--- config.mk ---
export PLATFORM = sky130hd
export DESIGN_NAME = mem_stage
export DESIGN_NICKNAME = d
export VERILOG_FILES = /design/src/rtl/mem_stage.sv
export SDC_FILE = /design/constraint.sdc
export NUM_CORES = 1
export LEC_CHECK = 0
export BUFFER_PORTS_ARGS = -buffer_cell sky130_fd_sc_hd__buf_4
export CAP_MARGIN = 20
export CORE_AREA = 2 2 359 361
export CTS_CLUSTER_SIZE = 25
export DETAILED_ROUTE_END_ITERATION = 10
export DIE_AREA = 0 0 361 363
export PLACE_DENSITY = 0.55
export SLEW_MARGIN = 20
export SYNTH_ARGS = -nofsm -noshare
export SYNTH_HDL_FRONTEND = slang
export SYNTH_SLANG_ARGS = --single-unit
--- constraint.sdc ---
create_clock -name clk -period 1.65 [get_ports clk]
set_input_delay 0.0825 -clock clk [delete_from_list [all_inputs] [get_ports clk]]
set_output_delay 0.0825 -clock clk [all_outputs]
set_load 0.03 [all_outputs]
--- src/rtl/mem_stage.sv ---
// mem_stage: memory-access pipeline stage for an RV64 pipeline.
//
// Purpose:
//   Accepts the MEM_* register set from execute and produces the WB_* register set
//   for writeback. Non-memory instructions pass straight through in one cycle.
//   Loads and stores are sent out over a req/ack data-memory port. Load data is
//   aligned to bit 0 and then sign- or zero-extended. Store byte strobes and store
//   data are placed on the correct byte lanes. Misaligned accesses and accesses
//   whose acknowledge never arrives are flagged to writeback.
//
// Ports:
//   clk, RESET        clock; synchronous active-high reset
//   MEM_*             instruction and operands from execute
//   V_MEM_STALL       combinational; 1 holds execute while an access is in flight
//   DMEM_REQ/WE/ADDR/WDATA/WSTRB  registered request, held constant until DMEM_ACK
//   DMEM_RDATA/ACK    memory response; ACK may arrive in the same cycle as REQ
//   WB_*              registered results for writeback
//   dbg_state         current FSM state (0 = IDLE, 1 = WAIT)
//
// Handshake: a request is presented while DMEM_REQ=1. The request completes in
// the first cycle in which DMEM_REQ=1 and DMEM_ACK=1, and DMEM_RDATA is sampled
// in that same cycle. DMEM_ACK is ignored whenever DMEM_REQ=0.

module mem_stage #(
   parameter int ACK_TIMEOUT = 255
) (
   input  logic        clk,
   input  logic        RESET,
   input  logic        MEM_V,
   input  logic [31:0] MEM_IR,
   input  logic [63:0] MEM_NPC,
   input  logic [63:0] MEM_ALU_RESULT,
   input  logic [63:0] MEM_SR2,
   input  logic [63:0] MEM_CSRFD,
   input  logic [63:0] MEM_RFD,
   input  logic        MEM_ECALL,
   output logic        V_MEM_STALL,
   output logic        DMEM_REQ,
   output logic        DMEM_WE,
   output logic [63:0] DMEM_ADDR,
   output logic [63:0] DMEM_WDATA,
   output logic [7:0]  DMEM_WSTRB,
   input  logic [63:0] DMEM_RDATA,
   input  logic        DMEM_ACK,
   output logic        WB_V,
   output logic [31:0] WB_IR,
   output logic [63:0] WB_NPC,
   output logic [63:0] WB_ALU_RESULT,
   output logic [63:0] WB_CSRFD,
   output logic [63:0] WB_RFD,
   output logic        WB_ECALL,
   output logic [63:0] WB_MEM_DATA,
   output logic        WB_MISALIGN,
   output logic        WB_BUSERR,
   output logic        dbg_state
);

   localparam int CNT_W = $clog2(ACK_TIMEOUT + 1);

   typedef enum logic {S_IDLE = 1'b0, S_WAIT = 1'b1} state_t;

   state_t state_q, state_d;

   logic [CNT_W-1:0] cnt_q, cnt_d;
   logic [31:0] ctx_ir_q, ctx_ir_d;
   logic [63:0] ctx_npc_q, ctx_npc_d;
   logic [63:0] ctx_alu_q, ctx_alu_d;
   logic [63:0] ctx_csrfd_q, ctx_csrfd_d;
   logic [63:0] ctx_rfd_q, ctx_rfd_d;
   logic        ctx_ecall_q, ctx_ecall_d;

   logic        dmem_req_q, dmem_req_d;
   logic        dmem_we_q, dmem_we_d;
   logic [63:0] dmem_addr_q, dmem_addr_d;
   logic [63:0] dmem_wdata_q, dmem_wdata_d;
   logic [7:0]  dmem_wstrb_q, dmem_wstrb_d;

   logic        wb_v_q, wb_v_d;
   logic [31:0] wb_ir_q, wb_ir_d;
   logic [63:0] wb_npc_q, wb_npc_d;
   logic [63:0] wb_alu_q, wb_alu_d;
   logic [63:0] wb_csrfd_q, wb_csrfd_d;
   logic [63:0] wb_rfd_q, wb_rfd_d;
   logic        wb_ecall_q, wb_ecall_d;
   logic [63:0] wb_mem_data_q, wb_mem_data_d;
   logic        wb_misalign_q, wb_misalign_d;
   logic        wb_buserr_q, wb_buserr_d;

   // Decode of the incoming instruction
   logic [6:0]  opcode;
   logic [2:0]  funct3;
   logic [2:0]  off;
   logic        is_load, is_store, is_mem, misalign, start;
   logic [7:0]  strb_base;
   logic        expire;
   logic [2:0]  ctx_f3, ctx_off;
   logic [63:0] ld_shift, ld_data;

   assign opcode   = MEM_IR[6:0];
   assign funct3   = MEM_IR[14:12];
   assign off      = MEM_ALU_RESULT[2:0];
   assign is_load  = (opcode == 7'b0000011) && (funct3 != 3'd7);
   assign is_store = (opcode == 7'b0100011) && !funct3[2];
   assign is_mem   = is_load || is_store;
   assign start    = MEM_V && is_mem && !misalign;

   // funct3[1:0] is log2(size) for every load and store variant.
   always_comb begin
      misalign  = 1'b0;
      strb_base = 8'h00;
      case (funct3[1:0])
         2'd0: begin misalign = 1'b0;          strb_base = 8'h01; end
         2'd1: begin misalign = off[0];        strb_base = 8'h03; end
         2'd2: begin misalign = |off[1:0];     strb_base = 8'h0F; end
         default: begin misalign = |off;       strb_base = 8'hFF; end
      endcase
   end

   // The timeout fires in the WAIT cycle that would bring the count up to ACK_TIMEOUT.
   assign expire = (cnt_q == CNT_W'(ACK_TIMEOUT - 1));

   // Load alignment uses the latched access, because MEM_* is ignored while in WAIT.
   assign ctx_f3   = ctx_ir_q[14:12];
   assign ctx_off  = ctx_alu_q[2:0];
   assign ld_shift = DMEM_RDATA >> {ctx_off, 3'b000};

   always_comb begin
      ld_data = ld_shift;
      case (ctx_f3)
         3'd0: ld_data = {{56{ld_shift[7]}},  ld_shift[7:0]};
         3'd1: ld_data = {{48{ld_shift[15]}}, ld_shift[15:0]};
         3'd2: ld_data = {{32{ld_shift[31]}}, ld_shift[31:0]};
         3'd4: ld_data = {56'd0, ld_shift[7:0]};
         3'd5: ld_data = {48'd0, ld_shift[15:0]};
         3'd6: ld_data = {32'd0, ld_shift[31:0]};
         default: ld_data = ld_shift;
      endcase
   end

   // State register
   always_ff @(posedge clk) begin
      if (RESET) begin
         state_q       <= S_IDLE;
         cnt_q         <= '0;
         ctx_ir_q      <= '0;
         ctx_npc_q     <= '0;
         ctx_alu_q     <= '0;
         ctx_csrfd_q   <= '0;
         ctx_rfd_q     <= '0;
         ctx_ecall_q   <= 1'b0;
         dmem_req_q    <= 1'b0;
         dmem_we_q     <= 1'b0;
         dmem_addr_q   <= '0;
         dmem_wdata_q  <= '0;
         dmem_wstrb_q  <= '0;
         wb_v_q        <= 1'b0;
         wb_ir_q       <= '0;
         wb_npc_q      <= '0;
         wb_alu_q      <= '0;
         wb_csrfd_q    <= '0;
         wb_rfd_q      <= '0;
         wb_ecall_q    <= 1'b0;
         wb_mem_data_q <= '0;
         wb_misalign_q <= 1'b0;
         wb_buserr_q   <= 1'b0;
      end else begin
         state_q       <= state_d;
         cnt_q         <= cnt_d;
         ctx_ir_q      <= ctx_ir_d;
         ctx_npc_q     <= ctx_npc_d;
         ctx_alu_q     <= ctx_alu_d;
         ctx_csrfd_q   <= ctx_csrfd_d;
         ctx_rfd_q     <= ctx_rfd_d;
         ctx_ecall_q   <= ctx_ecall_d;
         dmem_req_q    <= dmem_req_d;
         dmem_we_q     <= dmem_we_d;
         dmem_addr_q   <= dmem_addr_d;
         dmem_wdata_q  <= dmem_wdata_d;
         dmem_wstrb_q  <= dmem_wstrb_d;
         wb_v_q        <= wb_v_d;
         wb_ir_q       <= wb_ir_d;
         wb_npc_q      <= wb_npc_d;
         wb_alu_q      <= wb_alu_d;
         wb_csrfd_q    <= wb_csrfd_d;
         wb_rfd_q      <= wb_rfd_d;
         wb_ecall_q    <= wb_ecall_d;
         wb_mem_data_q <= wb_mem_data_d;
         wb_misalign_q <= wb_misalign_d;
         wb_buserr_q   <= wb_buserr_d;
      end
   end

   // Next-state logic
   always_comb begin
      state_d = state_q;
      case (state_q)
         S_IDLE: if (start) state_d = S_WAIT;
         S_WAIT: if (DMEM_ACK || expire) state_d = S_IDLE;
         default: state_d = S_IDLE;
      endcase
   end

   // Output and datapath logic. Writeback defaults to an all-zero bubble.
   always_comb begin
      V_MEM_STALL   = 1'b0;
      cnt_d         = cnt_q;
      ctx_ir_d      = ctx_ir_q;
      ctx_npc_d     = ctx_npc_q;
      ctx_alu_d     = ctx_alu_q;
      ctx_csrfd_d   = ctx_csrfd_q;
      ctx_rfd_d     = ctx_rfd_q;
      ctx_ecall_d   = ctx_ecall_q;
      dmem_req_d    = dmem_req_q;
      dmem_we_d     = dmem_we_q;
      dmem_addr_d   = dmem_addr_q;
      dmem_wdata_d  = dmem_wdata_q;
      dmem_wstrb_d  = dmem_wstrb_q;
      wb_v_d        = 1'b0;
      wb_ir_d       = '0;
      wb_npc_d      = '0;
      wb_alu_d      = '0;
      wb_csrfd_d    = '0;
      wb_rfd_d      = '0;
      wb_ecall_d    = 1'b0;
      wb_mem_data_d = '0;
      wb_misalign_d = 1'b0;
      wb_buserr_d   = 1'b0;
      case (state_q)
         S_IDLE: begin
            if (start) begin
               V_MEM_STALL  = 1'b1;
               cnt_d        = '0;
               ctx_ir_d     = MEM_IR;
               ctx_npc_d    = MEM_NPC;
               ctx_alu_d    = MEM_ALU_RESULT;
               ctx_csrfd_d  = MEM_CSRFD;
               ctx_rfd_d    = MEM_RFD;
               ctx_ecall_d  = MEM_ECALL;
               dmem_req_d   = 1'b1;
               dmem_we_d    = is_store;
               dmem_addr_d  = {MEM_ALU_RESULT[63:3], 3'b000};
               dmem_wdata_d = is_store ? (MEM_SR2 << {off, 3'b000}) : 64'd0;
               dmem_wstrb_d = is_store ? (strb_base << off) : 8'h00;
            end else if (MEM_V) begin
               // Non-memory ops and misaligned accesses both complete in one cycle.
               wb_v_d        = 1'b1;
               wb_ir_d       = MEM_IR;
               wb_npc_d      = MEM_NPC;
               wb_alu_d      = MEM_ALU_RESULT;
               wb_csrfd_d    = MEM_CSRFD;
               wb_rfd_d      = MEM_RFD;
               wb_ecall_d    = MEM_ECALL;
               wb_misalign_d = is_mem && misalign;
            end
         end
         S_WAIT: begin
            if (DMEM_ACK || expire) begin
               // An ACK in the expiry cycle wins over the bus error.
               wb_v_d        = 1'b1;
               wb_ir_d       = ctx_ir_q;
               wb_npc_d      = ctx_npc_q;
               wb_alu_d      = ctx_alu_q;
               wb_csrfd_d    = ctx_csrfd_q;
               wb_rfd_d      = ctx_rfd_q;
               wb_ecall_d    = ctx_ecall_q;
               wb_mem_data_d = (DMEM_ACK && !dmem_we_q) ? ld_data : 64'd0;
               wb_buserr_d   = !DMEM_ACK;
               V_MEM_STALL   = !DMEM_ACK;
               cnt_d         = '0;
               dmem_req_d    = 1'b0;
               dmem_we_d     = 1'b0;
               dmem_addr_d   = '0;
               dmem_wdata_d  = '0;
               dmem_wstrb_d  = '0;
            end else begin
               V_MEM_STALL = 1'b1;
               cnt_d       = cnt_q + CNT_W'(1);
            end
         end
         default: ;
      endcase
   end

   assign DMEM_REQ      = dmem_req_q;
   assign DMEM_WE       = dmem_we_q;
   assign DMEM_ADDR     = dmem_addr_q;
   assign DMEM_WDATA    = dmem_wdata_q;
   assign DMEM_WSTRB    = dmem_wstrb_q;
   assign WB_V          = wb_v_q;
   assign WB_IR         = wb_ir_q;
   assign WB_NPC        = wb_npc_q;
   assign WB_ALU_RESULT = wb_alu_q;
   assign WB_CSRFD      = wb_csrfd_q;
   assign WB_RFD        = wb_rfd_q;
   assign WB_ECALL      = wb_ecall_q;
   assign WB_MEM_DATA   = wb_mem_data_q;
   assign WB_MISALIGN   = wb_misalign_q;
   assign WB_BUSERR     = wb_buserr_q;
   assign dbg_state     = state_q;

endmodule

==> flow_metrics.tcl <==
set metrics [dict create \
    yosysWarnings 0 \
    crit_fanout 8 \
    power_density_nw_per_um2 933.1 \
    timing.final.ws_setup_ns -0.3592 \
    instances_no_fill 6161 \
    grt-ovfl-total 0 \
    grt_antenna_before_repair 9 \
    syn_inst 2871 \
    yosys_most_used_dff "dfxtp_1" \
    grt_pass1_wl_um 179300 \
    internal_power_uw 33990 \
    power_frac_comb 0.114 \
    crit_type "reg -> reg" \
    cts-root-buf "clkbuf_16" \
    cts_tree "done" \
    drt-initial-drc-count 1885 \
    synth_edf_count 0 \
    dieArea_um2 131000 \
    worst_pin_slew_ns 0.8338 \
    totalWireLength_um 124400 \
    syn_to_final_growth_pct 69.55 \
    clock-sinks 789 \
    status "complete, but fails checks" \
    start_util 0.2245 \
    path_buf_inv 7 \
    syn_avg_cell_area_um2 9.934 \
    synth_area_leaders "dfxtp_1 (55%), a22o_1 (12%), nand2_1 (8.9%), a21oi_1 (5.7%), mux2i_1 (3.3%)" \
    period_share 1.218 \
    grt_max_degree 91 \
    wl_per_cell_um 20.19 \
    synth_top_area_frac 0.5538 \
    yosysTopAreaCell "dfxtp_1" \
    pwr-share-clk 0.454 \
    pin_count 917 \
    track_usage 0.1787 \
    ant_nets 0 \
    drv_slew 0 \
    max_stage_delay_ns 0.33 \
    required_ns 2.24 \
    finalCriticalPeriod_ns 2.009 \
    drc 0 \
    core_um2 127000 \
    ys_seq_elements 789 \
    cp_slowest_cell "dfxtp_2" \
    final_cell_mix "buf_4 (1,142), dfxtp_1 (783), nand2_1 (673), dlygate4sd3_1 (434), a22o_1 (390)" \
    hold_ws_ns 0.005014 \
    p_leak_uw 0.02038 \
    placementRows 131 \
    rsz0062_at_grt "yes" \
    p_sw_frac 0.2467 \
    power_frac_seq 0.432 \
    cp-start-kind "flip-flop" \
    dr_total_vias 28206 \
    p_sw_uw 11130 \
    relSlewSlack 0.4441 \
    finalPower_uw 45120 \
    htreeDepth 3 \
    gp_congestion 0.8987 \
    violations "negative setup slack" \
    cp-end-kind "flip-flop" \
    die_h_um 363 \
    min_path_type "in -> reg" \
    worstSkewPairLatency_ns 0.71 \
    setup_viol_count_final 543 \
    layout_commonest_cell "buf_4" \
    die_x_um 361 \
    ys_types 66 \
    synthArstFlopShare 0 \
    clk_path_buf_depth 3 \
    layout-drive-gt1-share 0.3460 \
    port_buffers 913 \
    nets 4842 \
    critical_path_arrival_ns 2.59 \
    drt_pass1_iterations 5 \
    grt_pass1_vias 28087 \
    dp_hpwl_um 86510 \
    ys_seq_area_frac 0.5538 \
    drv_cap 0 \
    crit_family "buffers and inverters" \
    fmax_mhz 497.7 \
    crit_chain "inv_2 -> ha_4 -> nand3_4 -> o21bai_4 -> buf_6 -> nor3b_4 -> buf_12 -> buf_16 -> buf_12 -> buf_4 -> buf_6 -> a22o_1" \
    place_ws_ns -0.5231 \
    viasPerCell 4.578 \
    fin_util 0.3807 \
    vdd_drop_max_mv 0.7273 \
    syn_area_um2 28520 \
    final-hold-violation-count 0 \
    clk_pin_slew_worst_paths_ns 0.06 \
    cts-buffers-inserted 87 \
    placed_cells_incl_taps 5488 \
    skew_ns 0.02704 \
]
==> final cells by class <==
class / count / area (um2)
diodes: 10 / 25.02
clock buffers: 122 / 2510
clock inverters: 37 / 519.2
fillers: 12403 / 78670
inverters: 5 / 18.77
multi-input cells: 1831 / 11850
flip-flops and latches: 789 / 15810
well taps: 1662 / 2079
repair buffers: 1705 / 15540
==> per-layer routing <==
| layer | vias to the layer above | global-route usage | wire [um] |
|---|---|---|---|
| met5 | - | 0 | 0 |
| li1 | 13290 | - | - |
| met2 | 1010 | 0.3054 | 60740 |
| met3 | 206 | 0.04522 | 8435 |
| met1 | 13700 | 0.2134 | 51090 |
| met4 | 0 | 0.07302 | 4156 |
==> metrics by stage <==
step	instance area [um2]	setup TNS (ns)
finish	48360	-111.52
global route	48350	-168.92
detailed placement	39000	-236.67
CTS	47940	-121.34
global placement	39000	-224.21
floorplan	28650	-1.600
==> state kept, by name, indices dropped and copies added, names as in the netlist, 8 cells and up <==
register,count
ctx_rfd_q,64
WB_NPC,64
ctx_alu_q,64
WB_MEM_DATA,64
WB_RFD,64
ctx_ir_q,32
ctx_npc_q,64
ctx_csrfd_q,64
WB_CSRFD,64
WB_IR,32
cnt_q,8
DMEM_WSTRB,8
DMEM_WDATA,64
WB_ALU_RESULT,64
DMEM_ADDR,61
==> cell usage after synthesis, types with 3 or more instances <==
cell type    n
o22a_1       5
a211oi_1    14
a21oi_1    323
a21o_1       5
nor3b_1      5
o2bb2ai_1   34
mux4_2      30
clkbuf_1    67
buf_4       22
buf_1       10
nand3_1      6
a22o_1     393
mux2i_1     94
mux2_2      32
nor3_1       6
o211ai_1     4
nand2b_1     5
o22ai_1     11
buf_6       17
a22oi_1      9
and3_1       3
o21ai_0     59
buf_2      132
nand2_1    674
nor2_1      53
or3_1        3
dfxtp_1    789
nor2b_1     15
==> worst reg2reg max path: stages, from the launching register on <==
cell      delay (ns)
dfxtp_2         0.33
inv_2           0.05
ha_4            0.16
nand3_4         0.09
o21bai_4        0.08
buf_6           0.12
nor3b_4         0.15
buf_12          0.13
buf_16          0.15
buf_12          0.19
buf_4           0.14
buf_6           0.11
a22o_1          0.21
==> timing repair <==
item | CTS | global route
resized for setup | 134 | 29
buffers inserted | 36 | 4
pin swaps | 118 | 41
hold endpoints to repair | 765 | 0
hold buffers | 434 | 0
cloned | 23 | 11
setup endpoints to repair | 575 | 737
==> kinds of logic (layout without fill, tap and decap cells) <==
kind of cell,after synthesis,count (layout),synth area share
simple gates,792,792,0.1120
compound gates,878,878,0.2174
mux,156,156,0.06932
buf+inv,253,1869,0.04646
other cells,1,13,0.0001315
fa+ha+maj,2,2,0.0008773
flops,789,789,0.5538
==> path summary, 6_finish.rpt <==
check / startpoint / endpoint / depth (start not counted) / slack (ns)
max: cnt_q[0] / WB_CSRFD[59] / 12 / -0.36
min: MEM_V / dbg_state / 4 / 0.005
max reg2reg: cnt_q[0] / WB_CSRFD[59] / 12 / -0.36
min reg2reg: ctx_csrfd_q[18] / ctx_csrfd_q[18] / 2 / 0.45
==> power groups by stage <==
stage	Combinational (uW)	Clock, uW	Sequential [uW]
2_1_floorplan	1110	0	20400
4_1_cts	5140	21000	19500
3_3_place_gp	3920	0	19900
5_1_grt	5420	21700	19500
6_report	5160	20500	19500
3_5_place_dp	3920	0	19900
No activity file was read; power rests on OpenSTA's default activity.
